==> config.mk <==
export PLATFORM = sky130hd
export DESIGN_NAME = cmp_slice_sequencer
export DESIGN_NICKNAME = d
export VERILOG_FILES = /design/src/rtl/cmp_slice_sequencer.sv
export SDC_FILE = /design/constraint.sdc
export NUM_CORES = 1
export LEC_CHECK = 0
export ABC_AREA = 1
export CAP_MARGIN = 20
export CORE_MARGIN = 1
export CORE_UTILIZATION = 25
export CTS_BUF_LIST = sky130_fd_sc_hd__clkbuf_8
export CTS_CLUSTER_SIZE = 25
export DETAILED_ROUTE_END_ITERATION = 6
export PLACE_DENSITY_LB_ADDON = 0.08
export SLEW_MARGIN = 10
export SYNTH_ARGS = -nofsm -noshare
export SYNTH_HDL_FRONTEND = slang
export SYNTH_SLANG_ARGS = --single-unit
export TNS_END_PERCENT = 20
==> constraint.sdc <==
create_clock -name clk -period 2 [get_ports clk]
set_input_delay 0.4 -clock clk [delete_from_list [all_inputs] [get_ports clk]]
set_output_delay 0.4 -clock clk [all_outputs]
set_load 0.02 [all_outputs]
==> src/rtl/cmp_slice_sequencer.sv <==
// Multi-cycle wide comparator: walks operands MSB-first in 2-bit slices through an external comparator.
// Optional macro CMP_SEQ_CHECK_EN: flags a non-one-hot comparator response (sticky err) and aborts the compare.
module cmp_slice_sequencer #(
    parameter int WIDTH = 8
) (
    input  logic             clk,
    input  logic             rst,
    input  logic             start,
    input  logic [WIDTH-1:0] a_in,
    input  logic [WIDTH-1:0] b_in,
    output logic [1:0]       slice_a,
    output logic [1:0]       slice_b,
    input  logic             slice_gt,
    input  logic             slice_eq,
    input  logic             slice_lt,
    output logic             busy,
    output logic             done,
    output logic             a_gt_b,
    output logic             a_eq_b,
    output logic             a_lt_b,
    output logic             err
);

    localparam int NSLICE = WIDTH / 2;
    localparam int IDXW   = (NSLICE > 1) ? $clog2(NSLICE) : 1;
    localparam logic [IDXW-1:0] IDX_TOP = IDXW'(NSLICE - 1);

    typedef enum logic [1:0] {
        S_IDLE = 2'd0,
        S_SCAN = 2'd1,
        S_DONE = 2'd2
    } state_t;

    state_t           r_state, w_state;
    logic [IDXW-1:0]  r_idx, w_idx;
    logic [WIDTH-1:0] r_opa, w_opa;
    logic [WIDTH-1:0] r_opb, w_opb;
    logic             r_gt, w_gt;
    logic             r_eq, w_eq;
    logic             r_lt, w_lt;
    logic             r_err, w_err;
    logic             w_bad;

`ifdef CMP_SEQ_CHECK_EN
    assign w_bad = ({slice_gt, slice_eq, slice_lt} != 3'b100) &&
                   ({slice_gt, slice_eq, slice_lt} != 3'b010) &&
                   ({slice_gt, slice_eq, slice_lt} != 3'b001);
`else
    assign w_bad = 1'b0;
`endif

    assign slice_a = r_opa[{r_idx, 1'b0} +: 2];
    assign slice_b = r_opb[{r_idx, 1'b0} +: 2];
    assign busy    = (r_state == S_SCAN);
    assign done    = (r_state == S_DONE);
    assign a_gt_b  = r_gt;
    assign a_eq_b  = r_eq;
    assign a_lt_b  = r_lt;
    assign err     = r_err;

    always_ff @(posedge clk) begin
        if (rst) begin
            r_state <= S_IDLE;
            r_idx   <= IDX_TOP;
            r_opa   <= '0;
            r_opb   <= '0;
            r_gt    <= 1'b0;
            r_eq    <= 1'b0;
            r_lt    <= 1'b0;
            r_err   <= 1'b0;
        end else begin
            r_state <= w_state;
            r_idx   <= w_idx;
            r_opa   <= w_opa;
            r_opb   <= w_opb;
            r_gt    <= w_gt;
            r_eq    <= w_eq;
            r_lt    <= w_lt;
            r_err   <= w_err;
        end
    end

    always_comb begin
        w_state = r_state;
        w_idx   = r_idx;
        w_opa   = r_opa;
        w_opb   = r_opb;
        w_gt    = r_gt;
        w_eq    = r_eq;
        w_lt    = r_lt;
        w_err   = r_err;
        case (r_state)
            S_IDLE, S_DONE: begin
                if (start) begin
                    w_state = S_SCAN;
                    w_idx   = IDX_TOP;
                    w_opa   = a_in;
                    w_opb   = b_in;
                    w_gt    = 1'b0;
                    w_eq    = 1'b0;
                    w_lt    = 1'b0;
                end else begin
                    w_state = S_IDLE;
                end
            end
            S_SCAN: begin
                // No flag at all counts as equal, so the idx==0 test does not require slice_eq.
                if (w_bad) begin
                    w_err   = 1'b1;
                    w_state = S_DONE;
                end else if (slice_gt) begin
                    w_gt    = 1'b1;
                    w_state = S_DONE;
                end else if (slice_lt) begin
                    w_lt    = 1'b1;
                    w_state = S_DONE;
                end else if (r_idx == '0) begin
                    w_eq    = 1'b1;
                    w_state = S_DONE;
                end else begin
                    w_idx   = r_idx - 1'b1;
                end
            end
            default: w_state = S_IDLE;
        endcase
    end

endmodule

==> run metrics, run 1 <==
FP Rows=22; Worst EP required=1.60 ns; vias in the first global route=874; Worst Path Class, Setup=reg -> out; Post-Synthesis Cells=136; hpwl dp=approximately 1600 um; Worst-Skew Late Latency=0.26 ns; total wire length=2360 um; Crit-path slowest cell=clkdlybuf4s50_1; die span in y=about 66 um; minimum hold slack=0.449 ns; post-synthesis net count=159; Post-synth EDFFs=0; PD cells=730 nW/um^2; CTS tree=yes; boundary pin count=32; RSZ-0062 raised after global routing=false; RePlAce Congestion=between 0.8 and 0.9; drt first-iter violations=55; Setup Skew=0.00477 ns; Fillers=381; synthesized area=1010 um^2; Post-synth ARST share=0%; first-pass GRT wire length=around 4100 um; initial antenna violation count=0; Seq/Total Area, Yosys=45.4%; clock-pin slew on the worst setup and hold paths=0.08 ns; syn avg cell area=between 7 and 8 um^2; Worst Setup End Kind=primary output; worst-case clock buffer depth=2; Die W=65.7 um; critical-path maximum fanout=2; Final Net Count=190; Initial Utilization=26.9%; GR Util All Layers=between 10% and 20%; post-route ant nets=0; P&R area growth vs syn=39.0%; Core ar.=3770 um^2; outcome=completed; Worst EP arrival=roughly 1.4 ns; multi-input logic area=468 um^2; total CTS buffers=3; final hold vios=0; CTS sink count=23; min Tclk post-route=1.84 ns; prevailing post-synth register cell=dfxtp_1; maximum vdd drop=0.223 mV; met2 wire len=951 um; peak per-stage delay on the critical path=0.60 ns; top sig layer=met4; Worst Hold Class=reg -> reg; Sequential Area=about 460 um^2; die area=roughly 4300 um^2; drt drc=0; post-synthesis cell type count=22; vias=between 900 and 1,000; clk root buf=clkbuf_8; #FFs+latches synth=23; WP buf/inv=2; total length of routed met3 wires=125 um; worst-path cell chain=inv_1, nor2_1, clkdlybuf4s50_1; P_leak=around 0.63 nW; Ys Warns=0; vias per inst=roughly 4.3; drt pass-1 iters=4; # hold bufs at CTS=0; largest net degree at the start of global routing=24; wl on met1=approximately 1300 um; ANT cells=0; Post-CTS Setup Inserts=0; layout cell share with drive strength beyond 1=9.04%; startpoint type of the worst setup path=register; Port Buffers=29; H-Tree Depth=1; routed length per placed instance=11.0 um; # setup viols final=0; Fmax=0.544 GHz; Max-Cap Viols=0; Congestion Overflow GR=0; CP delay by family, top=buffers and inverters; setup TNS=0 ns; crit share post-route=between 90% and 100%; Slew Limit Fails=0
[cells by family after synthesis]
logic type / share of synthesized area (%)
and+or+nand+nor: 27.7
AOI/OAI and AO/OA: 16.8
DFF: 45.4
buffers and inverters: 8.51
adders and majority gates: 1.23
other: 0.370
[worst paths after layout]
path | from | to | slack (ns) | depth (start not counted)
setup / recovery | r_state[1]$_SDFFE_PP0P_ | done | 0.16 | 3
hold / removal | a_eq_b$_SDFFE_PP0P_ | a_eq_b$_SDFFE_PP0P_ | 0.45 | 2
setup reg to reg | r_idx[0]$_SDFFE_PP1P_ | r_idx[1]$_SDFFE_PP1P_ | 0.72 | 6
hold reg to reg | a_eq_b$_SDFFE_PP0P_ | a_eq_b$_SDFFE_PP0P_ | 0.45 | 2
[tightest hold or removal path, delay by kind of cell, from the launching register on]
family / cells / cell delay [ns]
flip-flops: 1 / 0.32
buffers and inverters: 1 / 0.04
AO/OA/AOI/OAI: 1 / 0.05
[synth_stat cells (2+ instances only)]
library cell   n  area share, %
buf_2          3            1.5
nand3_1        7            3.5
inv_1          6            2.2
a21oi_1        3            1.5
o22ai_1        4            2.5
o21ai_0       25             12
dfxtp_1       23             45
buf_6          2            2.2
nor2_1        43             16
nand2_1        8            3.0
[cell type report]
class | instances | share of cell area, %
clock buffers | 3 | 2.93
inverters | 9 | 2.84
multi-input cells | 97 | 33.2
well taps | 48 | 4.26
flip-flops and latches | 23 | 32.7
repair buffers | 33 | 23.6
clock inverters | 1 | 0.532
[cells in the final DEF, fill, tap and decap left out]
master           netlist  final
nand2_2                1      1
conb_1                 1      1
dfxtp_1               23     23
nand3_4                1      1
nor2_4                 1      1
inv_4                  1      1
inv_1                  6      6
nor2_1                43     43
clkinvlp_4             0      2
inv_2                  1      1
dlymetal6s2s_1         0      5
nand2_1                8      8
a21oi_1                3      3
clkdlybuf4s50_1        0     24
o21ai_1                1      1
nand3_1                7      7
nor2_8                 1      1
clkbuf_8               0      3
ha_1                   1      1
o22ai_1                4      4
buf_4                  1      4
o21ai_0               25     25
[metal layers]
metal / vias to the layer above / GRT usage [%]
met2: 21 / 18.0
met1: 396 / 17.8
li1: 503 / -
met3: 2 / 2.43
met4: 0 / 4.89
met5: - / 0
[report_power, final]
group	switching, mW	leakage (nW)	internal (mW)
Sequential	0.0212	0.190	0.491
Combinational	0.115	0.417	0.106
Clock	0.155	0.0217	0.141
[flip-flops by register name, indices dropped and copies added, names as in the netlist]
name	cells
a_lt_b	1
a_eq_b	1
r_idx	2
a_gt_b	1
r_opa	8
r_state	2
r_opb	8
[through the flow]
step | util (%) | instances | cell area, um^2 | total power [mW] | setup slack [ns]
after detailed placement | 35.7 | 210 | 1350 | 0.746 | 0.210
after floorplan | - | 136 | 1010 | 0.648 | 0.676
after global placement | 35.7 | 210 | 1350 | 0.745 | 0.220
after global routing | 37.4 | 214 | 1410 | 1.10 | 0.0464
final | 37.4 | 214 | 1410 | 1.03 | 0.163
after CTS | 37.0 | 214 | 1390 | 1.05 | -0.0970
[timing repair]
action                                 4_1_cts  5_1_grt
endpoints found under the hold margin        0        0
resized for setup                            0        6
setup endpoints to repair                    4        5
Note: power is estimated with default switching activity, not from simulation.
==> run 2: changes to the inputs <==
- CAP_MARGIN: 20 -> unset
- CORE_ASPECT_RATIO: unset -> 1.75
==> run 2 against run 1 <==
Non-clock buffer count shrank 1; wire length rose by 2.7%; hold slack about the same; cell area is 2.0% lower; critical path depth did not move; critical endpoint is now busy; clock power is 3% lower; global-route usage is 0.61 points higher; clock skew is 0.0026 ns lower; sequential share of layout area increased by 0.77 points; flip-flop and latch count unchanged; first-iteration DRC count down 44%; sequential power about the same.
==> run metrics, run 2 (synthesized netlist as in run 1, its figures left out) <==
final hold vios=0; commonest non-fill, non-tap cells in the layout=nor2_1, o21ai_0, clkdlybuf4s50_1; Worst-Skew Late Latency=0.26 ns; CP delay by family, top=buffers and inverters; Final WS setup=approximately 0.10 ns; Sequential Area=462 um^2; vias per inst=4.54; drt first-iter violations=31; multi-input logic area=468 um^2; startpoint type of the worst setup path=register; H-Tree Depth=1; RSZ-0062 raised after global routing=false; largest net degree at the start of global routing=24; clk root buf=clkbuf_8; Congestion Overflow GR=0; Worst Path Class, Setup=reg -> out; area post-placement=1340 um^2; # hold bufs at CTS=0; total wire length=2420 um; peak per-stage delay on the critical path=~0.63 ns; WP buf/inv=2; FP Rows=30; Slew Limit Fails=0; clock group share of total power=28.3%; ANT cells=0; post-route ant nets=0; GR Util All Layers=approximately an eighth; commonest non-fill, non-tap cell in the layout=nor2_1; layout cell share with drive strength beyond 1=9.09%; Setup Skew=0.00216 ns; maximum vdd drop=0.354 mV; Worst EP required=roughly 1.6 ns; first-pass GRT wire length=between 4000 and 5000 um; clock-pin slew on the worst setup and hold paths=0.08 ns; pre-CTS setup slack=approximately 0.17 ns; Crit-path slowest cell=clkdlybuf4s50_1; Post-Layout Inst Area=1380 um^2; share of power burned in combinational logic=a little over a fifth; Reg power frac=50.5%; minimum hold slack=approximately 0.45 ns; CTS tree=yes; Fillers=around 440; die area=4330 um^2; Initial Utilization=26.2%; drt drc=0; hpwl dp=1740 um; Post-CTS Setup Inserts=0; vias=966; total CTS buffers=3; routed length per placed instance=11.4 um; critical-path maximum fanout=8; switch share=between 20% and 30%; Worst EP arrival=around 1.5 ns; Final Non-Filler Cells=213; Die W=50.2 um; initial antenna violation count=0; # setup viols final=0; Pwr Total=1.01 mW; drt pass-1 iters=2; Fmax=about 0.53 GHz; crit share post-route=95.0%; PD cells=732 nW/um^2; P&R area growth vs syn=36.1%; largest registers=r_opa x8, r_opb x8; post-layout util=between 30% and 40%; worst-path cell chain=inv_2, nor2_8, clkdlybuf4s50_1; RePlAce Congestion=0.678; Internal Power=728 uW; Net Switching=around 280 uW; Max-Cap Viols=0; boundary pin count=32; Core ar.=3870 um^2; P_leak=0.577 nW; Worst Hold Class=reg -> reg; Worst Setup End Kind=primary output; Port Buffers=29; vias in the first global route=992; die span in y=86.3 um; Cells after DPL=approximately 210; worst-case clock buffer depth=2; flop2flop setup slack=0.74 ns; outcome=completed; Final Net Count=189; CTS sink count=23; min Tclk post-route=1.90 ns; setup TNS=0 ns
## run 2: layer usage
metal	share of wire, %	global-route usage (%)
met2	53	23.8
met4	2.3	6.23
met3	3.6	1.58
met1	41	14.5
met5	0	0
## run 2: repair_timing
| item | 4_1_cts | 5_1_grt |
|---|---|---|
| endpoints found under the setup margin | 4 | 1 |
| pin swaps | 0 | 0 |
| resized for setup | 5 | 1 |
## run 2: worst paths after layout
kind | cells past startpoint | to | startpoint
setup / recovery | 3 | busy | r_state[0]$_SDFFE_PP0P_
hold / removal | 2 | a_eq_b$_SDFFE_PP0P_ | a_eq_b$_SDFFE_PP0P_
setup reg to reg | 6 | r_idx[1]$_SDFFE_PP1P_ | r_idx[1]$_SDFFE_PP1P_
hold reg to reg | 2 | a_eq_b$_SDFFE_PP0P_ | a_eq_b$_SDFFE_PP0P_
## run 2: power groups by stage
stage               clock network [mW]  logic [mW]  registers (mW)
floorplan                            0       0.130           0.518
global placement                     0       0.225           0.520
detailed placement                   0       0.227           0.521
CTS                              0.301       0.218           0.510
global route                     0.314       0.244           0.516
finish                           0.286       0.214           0.511
## run 2: area by class of cell
type / count / area share, %
Clock buffer: 3 / 2.99
Clock inverter: 1 / 0.362
Inverter: 9 / 2.72
Multi-Input combinational cell: 97 / 33.9
Sequential cell: 23 / 33.4
Tap cell: 48 / 4.35
Timing Repair Buffer: 32 / 22.3
## run 2: worst reg2reg max path, cell delays in order (launching register included)
cell     delay, ns
dfxtp_1       0.41
inv_1         0.14
ha_1          0.23
inv_1         0.09
nand3_4       0.10
nand3_1       0.08
nand3_1       0.08
==> run 3: changes to the inputs <==
- CTS_CLUSTER_DIAMETER: unset -> 120
- HOLD_SLACK_MARGIN: unset -> 0.12
==> results of run 3 <==
Final layout, timing and power as in run 2 (identical DEF).
==> patch (flow settings as in run 2) <==
`WIDTH`: 8 -> 16.
--- a/src/rtl/cmp_slice_sequencer.sv
+++ b/src/rtl/cmp_slice_sequencer.sv
@@ -3,3 +3,3 @@
 module cmp_slice_sequencer #(
-    parameter int WIDTH = 8
+    parameter int WIDTH = 16
 ) (
Ports: changed (resized a_in and b_in); port bits go from 32 to 48. No check against the original RTL was run, so the function may have changed too.
==> patch against run 2 <==
First-iteration DRC count rose to 3.2 times the old value; largest power group unchanged; critical path depth did not move; total power rose by 110%; synthesized area rose by 96%; routed wire length rose by 100%; sequential cell count rose by 17; cell area rose by 91%; worst setup slack improved by 0.066 ns.
==> patch: results (changes against run 2) <==
top cells by count, synth sky130_fd_sc_hd__nor2_1 (67), sky130_fd_sc_hd__nand2_1 (64), sky130_fd_sc_hd__dfxtp_1 (40), sky130_fd_sc_hd__inv_1 (21); number of iterations in the first detailed-routing pass 4 (+2); worst-path fanout max 3 (-5); cells taking the most area after synthesis sky130_fd_sc_hd__dfxtp_1 (40%), sky130_fd_sc_hd__nor2_1 (13%), sky130_fd_sc_hd__nand2_1 (12%); routed via count divided by cell count 4.31 (-5.0%); worst setup slack after placement 0.0306 ns (-0.143 ns); 1st-iter DRT viols 98 (+220%); insertion delay to the later sink of the worst-skew pair 0.29 ns (+0.03 ns); status finished clean; post-synthesis sequential area ratio 40.3% (-5.1 points); Worst Path Arrival 1.43 ns (-0.07 ns); global-route wire length before repair 8600 um (+97%); LEAKAGE 1.20 nW (+110%); TritonCTS buffer count 5 (+2); final net count 366 (+94%); global-route usage over all layers 13.4% (+0.30 points); source of the worst register-to-register timing path r_idx[0]; maximum resistive drop on vdd 0.000307 V (-13%); H-tree levels 2 (+1); Worst R2R End r_idx[2]; fraction of layout cells with a size suffix above 1 16.3% (+7.2 points); crit path from r_state[1]; number of buffers added on ports 45 (+55%); final clock period utilization by the worst path 91.7% (-3.3 points); registers with the most flip-flops r_opa: 16 flops, r_opb: 16 flops, r_idx: 3 flops; Placer Congestion 0.771 (+14%); largest net degree at the start of global routing 26 (+8.3%); Avg WL per Cell 12.0 um (+5.4%); number of global-route vias before repair 1862 (+88%)
-- patch: worst min path at each step --
stage	cells past startpoint	slack [ns]	start	endpoint
global route	2	0.48	r_opa[14]	r_opa[14]
detailed placement	2	0.45	r_opa[7]	r_opa[7]
finish	2	0.46	r_opa[7]	r_opa[7]
global placement	2	0.45	r_opb[7]	r_opb[7]
floorplan	2	0.43	r_opa[10]	r_opa[10]
CTS	2	0.46	r_opa[7]	r_opa[7]
-- patch: power by group --
group	total [mW]	switching [mW]	internal, mW
clock	0.778	0.286	0.491
combinational	0.447	0.249	0.198
sequential	0.889	0.0320	0.857
-- patch: layer usage --
| layer | vias to the layer above | wire length, um | global-route usage, % |
|---|---|---|---|
| met4 | 0 | 128 | 5.61 |
| met1 | 776 | 1970 | 13.8 |
| met2 | 37 | 2690 | 25.4 |
| li1 | 962 | - | - |
| met3 | 8 | 175 | 2.69 |
| met5 | - | 0 | 0 |
-- patch: worst max-delay path: cells and delay by family (launching register included) --
kind / cells / cell delay, ns
buffers and inverters: 2 / 0.66
flip-flops: 1 / 0.41
AND/OR/NAND/NOR: 1 / 0.08
-- patch: area by class of cell --
cell class	count	area (sq um)
fill	839	4990
timing repair buffer	53	528
clock buffer	5	68.8
inverter	26	97.6
clock inverter	2	60.1
sequential	40	802
tap	88	110
multi-input combinational	200	966
-- patch: kinds of logic after synthesis --
logic type      Yosys count
flops                    40
fa+ha+maj                 2
simple gates            146
compound gates           51
other cells               1
buf+inv                  42
-- patch: timing repair --
action                                  4_1_cts  5_1_grt
endpoints found under the setup margin        4        4
resized for setup                             7        8
cloned                                        0        0
-- patch: through the flow --
stage | hold WS (ns) | instance area, sq um
finish | 0.458 | 2630
global route | 0.478 | 2630
CTS | 0.463 | 2650
detailed placement | 0.450 | 2520
global placement | 0.447 | 2520
floorplan | 0.429 | 1990
